File: src/rtl/warp_fetch_unit_pkg.sv
// Shared types for the warp fetch stage: warp-id sizing, FSM encoding and
// the buffered fetch entry {warp, pc, instr}.
package warp_fetch_unit_pkg;

    localparam int WARP_ID_W = 2;
    localparam int NUM_WARPS = 1 << WARP_ID_W;
    localparam int PC_W      = 5;
    localparam int INSTR_W   = 16;

    typedef enum logic [1:0] {
        ST_IDLE = 2'd0,
        ST_REQ  = 2'd1,
        ST_WAIT = 2'd2
    } fetch_state_t;

    typedef struct packed {
        logic [WARP_ID_W-1:0] warp;
        logic [PC_W-1:0]      pc;
        logic [INSTR_W-1:0]   instr;
    } fetch_entry_t;

    function automatic logic warp_match(input logic [WARP_ID_W-1:0] a,
                                        input logic [WARP_ID_W-1:0] b);
        return a == b;
    endfunction

endpackage

File: src/rtl/warp_fetch_unit_fetch_buffer.sv
// Small circular FIFO of fetch entries with a kill bit per slot; killed
// entries stay in order and are dropped by the consumer when they reach the head.
module fetch_buffer
    import warp_fetch_unit_pkg::*;
#(
    parameter  int FIFO_DEPTH = 2,
    localparam int AW         = $clog2(FIFO_DEPTH)
) (
    input  logic                 clk,
    input  logic                 reset,
    input  logic                 push,
    input  fetch_entry_t         push_entry,
    input  logic                 pop,
    input  logic                 kill,
    input  logic [WARP_ID_W-1:0] kill_warp,
    output fetch_entry_t         head,
    output logic                 head_killed,
    output logic [AW:0]          count,
    output logic                 empty
);

    fetch_entry_t          mem [FIFO_DEPTH];
    logic [FIFO_DEPTH-1:0] kill_bits;
    logic [AW-1:0]         rd_ptr;
    logic [AW-1:0]         wr_ptr;
    logic                  full;

    assign empty       = (count == '0);
    assign full        = (count == (AW+1)'(FIFO_DEPTH));
    assign head        = mem[rd_ptr];
    assign head_killed = kill_bits[rd_ptr];

    always_ff @(posedge clk) begin
        if (reset) begin
            rd_ptr    <= '0;
            wr_ptr    <= '0;
            count     <= '0;
            kill_bits <= '0;
            for (int i = 0; i < FIFO_DEPTH; i++) begin
                mem[i] <= '0;
            end
        end else begin
            // Stale kill bits on free slots are harmless: a push clears its slot's bit.
            if (kill) begin
                for (int i = 0; i < FIFO_DEPTH; i++) begin
                    if (warp_match(mem[i].warp, kill_warp)) begin
                        kill_bits[i] <= 1'b1;
                    end
                end
            end
            if (push) begin
                mem[wr_ptr]       <= push_entry;
                kill_bits[wr_ptr] <= 1'b0;
                wr_ptr            <= wr_ptr + 1'b1;
            end
            if (pop) begin
                rd_ptr <= rd_ptr + 1'b1;
            end
            case ({push, pop})
                2'b10:   count <= count + 1'b1;
                2'b01:   count <= count - 1'b1;
                default: count <= count;
            endcase
        end
    end

    overflow_chk: assert property (@(posedge clk) disable iff (reset) !(push && full));

endmodule

File: src/rtl/warp_fetch_unit.sv
// Instruction-fetch stage: takes {warp, pc} from the scheduler, runs one
// outstanding imem read at a time and queues results for decode, with per-warp flush.
module warp_fetch_unit
    import warp_fetch_unit_pkg::*;
#(
    parameter int PC_WIDTH    = PC_W,
    parameter int INSTR_WIDTH = INSTR_W,
    parameter int WARP_W      = WARP_ID_W,
    parameter int FIFO_DEPTH  = 2
) (
    input  logic                   clk,
    input  logic                   reset,
    input  logic                   sched_valid,
    output logic                   sched_ready,
    input  logic [WARP_W-1:0]      sched_warp,
    input  logic [PC_WIDTH-1:0]    sched_pc,
    output logic                   imem_req_valid,
    input  logic                   imem_req_ready,
    output logic [PC_WIDTH-1:0]    imem_req_addr,
    input  logic                   imem_rsp_valid,
    input  logic [INSTR_WIDTH-1:0] imem_rsp_data,
    input  logic                   flush,
    input  logic [WARP_W-1:0]      flush_warp,
    output logic                   dec_valid,
    input  logic                   dec_ready,
    output logic [WARP_W-1:0]      dec_warp,
    output logic [PC_WIDTH-1:0]    dec_pc,
    output logic [INSTR_WIDTH-1:0] dec_instr
);

    localparam int AW = $clog2(FIFO_DEPTH);

    fetch_state_t        state;
    fetch_state_t        state_nxt;
    logic [WARP_W-1:0]   req_warp;
    logic [PC_WIDTH-1:0] req_pc;
    logic                drop;

    logic                accept;
    logic                push;
    logic                pop;
    logic                flush_hit_req;
    logic                flush_hit_sched;
    fetch_entry_t        push_entry;
    fetch_entry_t        head;
    logic                head_killed;
    logic                empty;
    logic [AW:0]         count;

    assign flush_hit_req   = flush && warp_match(flush_warp, req_warp);
    assign flush_hit_sched = flush && warp_match(flush_warp, sched_warp);
    assign accept          = sched_valid && sched_ready;
    assign imem_req_addr   = req_pc;

    always_ff @(posedge clk) begin
        if (reset) begin
            state <= ST_IDLE;
        end else begin
            state <= state_nxt;
        end
    end

    always_comb begin
        state_nxt      = state;
        sched_ready    = 1'b0;
        imem_req_valid = 1'b0;
        push           = 1'b0;
        case (state)
            ST_IDLE: begin
                sched_ready = (count < (AW+1)'(FIFO_DEPTH));
                if (sched_valid && sched_ready) begin
                    state_nxt = ST_REQ;
                end
            end
            ST_REQ: begin
                imem_req_valid = 1'b1;
                if (imem_req_ready) begin
                    state_nxt = ST_WAIT;
                end
            end
            ST_WAIT: begin
                // A flush landing on the response cycle itself must also discard it.
                if (imem_rsp_valid) begin
                    push      = !drop && !flush_hit_req;
                    state_nxt = ST_IDLE;
                end
            end
            default: state_nxt = ST_IDLE;
        endcase
    end

    always_ff @(posedge clk) begin
        if (reset) begin
            req_warp <= '0;
            req_pc   <= '0;
            drop     <= 1'b0;
        end else if (accept) begin
            req_warp <= sched_warp;
            req_pc   <= sched_pc;
            drop     <= flush_hit_sched;
        end else if ((state != ST_IDLE) && flush_hit_req) begin
            drop <= 1'b1;
        end
    end

    always_comb begin
        push_entry       = '0;
        push_entry.warp  = req_warp;
        push_entry.pc    = req_pc;
        push_entry.instr = imem_rsp_data;
    end

    // Killed heads leave without a handshake so they never stall decode.
    assign dec_valid = !empty && !head_killed;
    assign pop       = !empty && (head_killed || dec_ready);
    assign dec_warp  = head.warp;
    assign dec_pc    = head.pc;
    assign dec_instr = head.instr;

    fetch_buffer #(
        .FIFO_DEPTH (FIFO_DEPTH)
    ) u_fetch_buffer (
        .clk         (clk),
        .reset       (reset),
        .push        (push),
        .push_entry  (push_entry),
        .pop         (pop),
        .kill        (flush),
        .kill_warp   (flush_warp),
        .head        (head),
        .head_killed (head_killed),
        .count       (count),
        .empty       (empty)
    );

endmodule
File: config.mk
export PLATFORM = sky130hd
export DESIGN_NAME = warp_fetch_unit
export DESIGN_NICKNAME = d
export VERILOG_FILES = /design/src/rtl/warp_fetch_unit_pkg.sv /design/src/rtl/warp_fetch_unit_fetch_buffer.sv /design/src/rtl/warp_fetch_unit.sv
export SDC_FILE = /design/constraint.sdc
export NUM_CORES = 1
export LEC_CHECK = 0
export ABC_AREA = 0
export CAP_MARGIN = 10
export CORE_ASPECT_RATIO = 0.5
export CORE_MARGIN = 3
export CORE_UTILIZATION = 35
export CTS_CLUSTER_SIZE = 16
export DETAILED_ROUTE_END_ITERATION = 10
export PLACE_DENSITY = 0.69
export SETUP_SLACK_MARGIN = 0.4
export SYNTH_ARGS = -nofsm -noshare
export SYNTH_HDL_FRONTEND = slang
export SYNTH_HIERARCHICAL = 1
export SYNTH_SLANG_ARGS = --single-unit
File: constraint.sdc
create_clock -name clk -period 2.8 [get_ports clk]
set_input_delay 0.56 -clock clk [delete_from_list [all_inputs] [get_ports clk]]
set_output_delay 0.56 -clock clk [all_outputs]
set_load 0.02 [all_outputs]
==> results.md <==
| Stage | Item | Value |
|---|---|---|
| run status | Result of the run | finished, final reports clean |
| setup path | CP max FO | 15 |
| power | Leakage power summed over all cells | 1.453 nW |
| cts | Total CTS buffers | 9 |
| hold path | Class of the worst hold path | flop to flop |
| setup path | Critical register-to-register path endpoint | u_fetch_buffer/count[1] |
| global routing | Met1 capacity usage during global routing | 15.19% |
| die | Core Rows | 22 |
| synthesis | Synth Register Bits | 63 |
| global routing | Via count of the first global-routing pass | 1903 |
| die | Number of top-level pins | 63 |
| synthesis | Cell type with the highest aggregate area in the netlist | edfxtp_1 |
| synthesis | Compound-Gate Fraction of Synth Area | 4.131% |
| global routing | Total grt overflow | 0 |
| global routing | Number of antenna violations at the first check in global routing | 0 |
| routing | Drt initial violations | 86 |
| synthesis | Fraction of registers with async set or reset after synthesis | 0% |
| synthesis | Synth top area share | 49.57% |
| setup path | Startpoint-to-endpoint class of the critical path | flop to output pin |
| setup path | Cell depth of the worst flop-to-flop path | 6 |
| power | Switching Share | 21.89% |
| hold path | Number of instances on the worst hold path | 2 |
| setup path | Startpoint type of the worst setup path | flop |
| power | Portion of total power attributed to combinational logic | 12.2% |
| layout | Number of antenna repair diodes | 0 |
| die | Initial core utilization | 37.08% |
| synthesis | Most used flip-flop cell after synthesis | edfxtp_1 |
| sta | Worst hold-check slack | 476.2 ps |
| sta | Worst slew slack as a fraction of its limit | 62.85% |
| cts | Clock buffer depth | 2 |
| power | Worst ir drop on vdd | 0.2665 mV |
| synthesis | Xor and xnor area share after synthesis | 3.772% |
| cts | Root cell of the clock tree | clkbuf_16 |
| routing | WL per Instance | 13.92 microns |
| synthesis | Share of synthesized area occupied by flip-flops and latches | 61.79% |
| power | Sequential fraction of design power | 44.7% |
| synthesis | Simple-Gate Fraction of Synth Area | 17.87% |
| routing | DRC errors left | 0 |
| global routing | Total GRT Usage | 12.94% |
| synthesis | Multiplexer share of the synthesized area | 9.699% |
| layout | Non-filler instance count after layout | 402 |
| setup path | Crit path required time | 2240 ps |
| cts | Clock slew at reported path FFs | 50 ps |
| die | Die height | 69.09 microns |
| synthesis | Instance count of the mapped netlist | 213 |
| cts | Clock tree from TritonCTS | built |
| die | Die X | 132.2 microns |
| hold path | Worst Min Path Start | u_fetch_buffer/kill_bits[0] |
| routing | Total via count after detailed routing | 1832 |
| setup path | Worst reg-to-reg setup slack | 900 ps |
| synthesis | Main combinational cell family by area after synthesis | simple AND/OR/NAND/NOR gates |
| sta | Final setup vio count | 0 |
| sta | Final period demand of the worst path | 2339 ps |
| layout | Post-layout nets | 322 |
| power | Design internal power | 1.864 mW |
| sta | Final-report max-slew violation count | 0 |
| place | Routability cong. | 0.7457 |
| die | Die area | 9133 sq um |
| place | Setup slack after placement | 127.0 ps |
| sta | RSZ-0062 raised after global routing | false |
| power | Clock network fraction of design power | 43.1% |
| flow run | Max_cap viols | 0 |
| sta | Worst Setup Slack, final | 461.2 ps |
| synthesis | Post-Syn Nets | 246 |
| power | Power density cells | 615.4 nW/um^2 |
| layout | Signed area change from the synthesized netlist to the final layout | 39.20% |
| sta | Post-Route Skew | 5.399 ps |
| setup path | Launch instance of the worst register-to-register path | state[1] |
| sta | Worst-margin pin slew | 554.8 ps |
| place | Placement Cell Area | 3576 sq um |
| layout | Proportion of layout cells with a drive suffix above 1 | 20.41% |
| setup path | Category of the worst setup path capture point | output pin |
| die | CORE AREA | 7515 sq um |
| synthesis | Post-synth EDFFs | 46 |
| sta | Accumulated negative setup slack | 0 ps |
| place | Sum of net half-perimeters after detailed placement | 4.031 mm |
| global routing | Met2 usage in global routing | 22.42% |
| routing | Number of nets still failing antenna checks after routing | 0 |
| routing | Drt first pass iters | 4 |
| cts | Sink Count | 63 |
| place | Buffers on Ports | 62 |
| routing | Via-to-Cell Ratio | 4.557 |
| global routing | Routing usage on met3 | 3.936% |
| setup path | Arrival time at the worst endpoint | 1780 ps |
| routing | Total wire length | 5.597 mm |
| power | Reported net switching power | 0.5224 mW |
| hold path | WHS Endpoint | u_fetch_buffer/kill_bits[0] |
| place | Post-Place Cells | 386 |
| global routing | Layer with the highest usage | met2 |
| sta | Fraction of the cycle the final worst path needs | 83.53% |
| sta | Max Clk Rate | 0.4276 GHz |
| sta | Final hold viol count | 0 |
| global routing | Wire length of the first global-routing pass | 9.204 mm |
| synthesis | Synth Area per Inst | 13.08 sq um |
| cts | Hold bufs inserted after CTS | 0 |
| synthesis | Adder and majority cell fraction of the synthesized area | 0.4490% |
| synthesis | Mapped cell area | 2786 sq um |
| synthesis | Cell variety after synth | 29 |
| synthesis | Number of warnings issued by yosys | 6 |
| synthesis | Area contributors post-synth | edfxtp_1, dfxtp_1, and2_1 |
| layout | Area of all placed cells without fillers | 3879 sq um |
| global routing | Pin count of the biggest net entering global routing | 19 |
| cts | Worst-Skew Late Latency | 320 ps |
| cts | CTS H-tree lvls | 3 |
## layout by cell type (no fill, tap or decap), types with 2 or more instances in the layout
master / instances
nor3_4: 2
and2_1: 46
mux2_2: 24
a31oi_1: 2
inv_2: 2
nor2_1: 13
buf_4: 11
xnor2_1: 11
a21oi_1: 9
clkbuf_8: 3
clkbuf_16: 9
nand3_1: 2
nand2_1: 14
dlymetal6s2s_1: 2
clkinv_2: 2
edfxtp_1: 46
dfxtp_1: 17
a21o_1: 2
clkdlybuf4s50_1: 60
## routing by layer
layer	wire length [microns]	part of all wire [%]	vias to the layer above
li1	-	-	905
met1	2422	43	891
met2	2944	53	28
met3	172	3.1	8
met4	59	1.1	0
met5	0	0	-
## worst max-delay path: stages, from the launching register on
cell and delay [ps]:
dfxtp_1 350, buf_6 200, mux2_2 360, clkdlybuf4s50_1 540
## power by group through the flow
stage | clock (mW) | combinational [mW] | sequential (mW)
2_1_floorplan | 0 | 0.144 | 1.08
3_3_place_gp | 0 | 0.291 | 1.08
3_5_place_dp | 0 | 0.294 | 1.09
4_1_cts | 1.05 | 0.296 | 1.07
5_1_grt | 1.09 | 0.315 | 1.07
6_report | 1.03 | 0.291 | 1.07
## sequential cells by signal, summed over array words and instances, names as in the netlist, named ones only
register                  count
u_fetch_buffer/mem           46
drop                          1
state                         2
u_fetch_buffer/kill_bits      2
req_warp                      2
u_fetch_buffer/count          2
u_fetch_buffer/wr_ptr         1
u_fetch_buffer/rd_ptr         1
imem_req_addr                 5
## worst max path at each step
stage | end | startpoint | depth (start not counted)
finish | dec_warp[1] | flop | 3
global route | dec_instr[11] | flop | 3
CTS | dec_warp[1] | flop | 3
detailed placement | u_fetch_buffer/count[1] | flush_warp[1] | 7
global placement | u_fetch_buffer/count[1] | flush_warp[1] | 7
floorplan | u_fetch_buffer/mem[0][0] | flush_warp[1] | 3
## metrics by stage
stage / power, mW / utilization, %
floorplan: 1.228 / -
detailed placement: 1.379 / 47.59
global placement: 1.374 / 47.59
finish: 2.387 / 51.62
global route: 2.473 / 51.62
CTS: 2.417 / 51.47
## timing repair
item	4_1_cts	5_1_grt
setup buffers	0	0
gates resized for setup	1	3
setup endpoints to repair	7	1
## Yosys cell counts (all sizes together), types with 2 or more instances
master	count
dfxtp	17
inv	2
buf	9
nor3	3
mux2	24
a31oi	3
a21oi	9
a21o	2
nand2	14
nor2	14
xnor2	11
edfxtp	46
nand3	2
and2	46
## cell families after synthesis
group | Yosys count
AND/OR/NAND/NOR | 84
flip-flops | 63
buffers and inverters | 11
adder cells (fa/ha/maj) | 1
multiplexers | 24
XOR/XNOR | 12
AO/OA/AOI/OAI | 18
## cell type report
type                            count  area [sq um]
Clock buffer                       13         270.3
Clock inverter                      3         17.52
Fill cell                         642          3636
Inverter                            2         7.507
Multi-Input combinational cell    139          1007
Sequential cell                    63          1722
Tap cell                          108         135.1
Timing Repair Buffer               74         719.4
(Power assumes the default switching activity.)
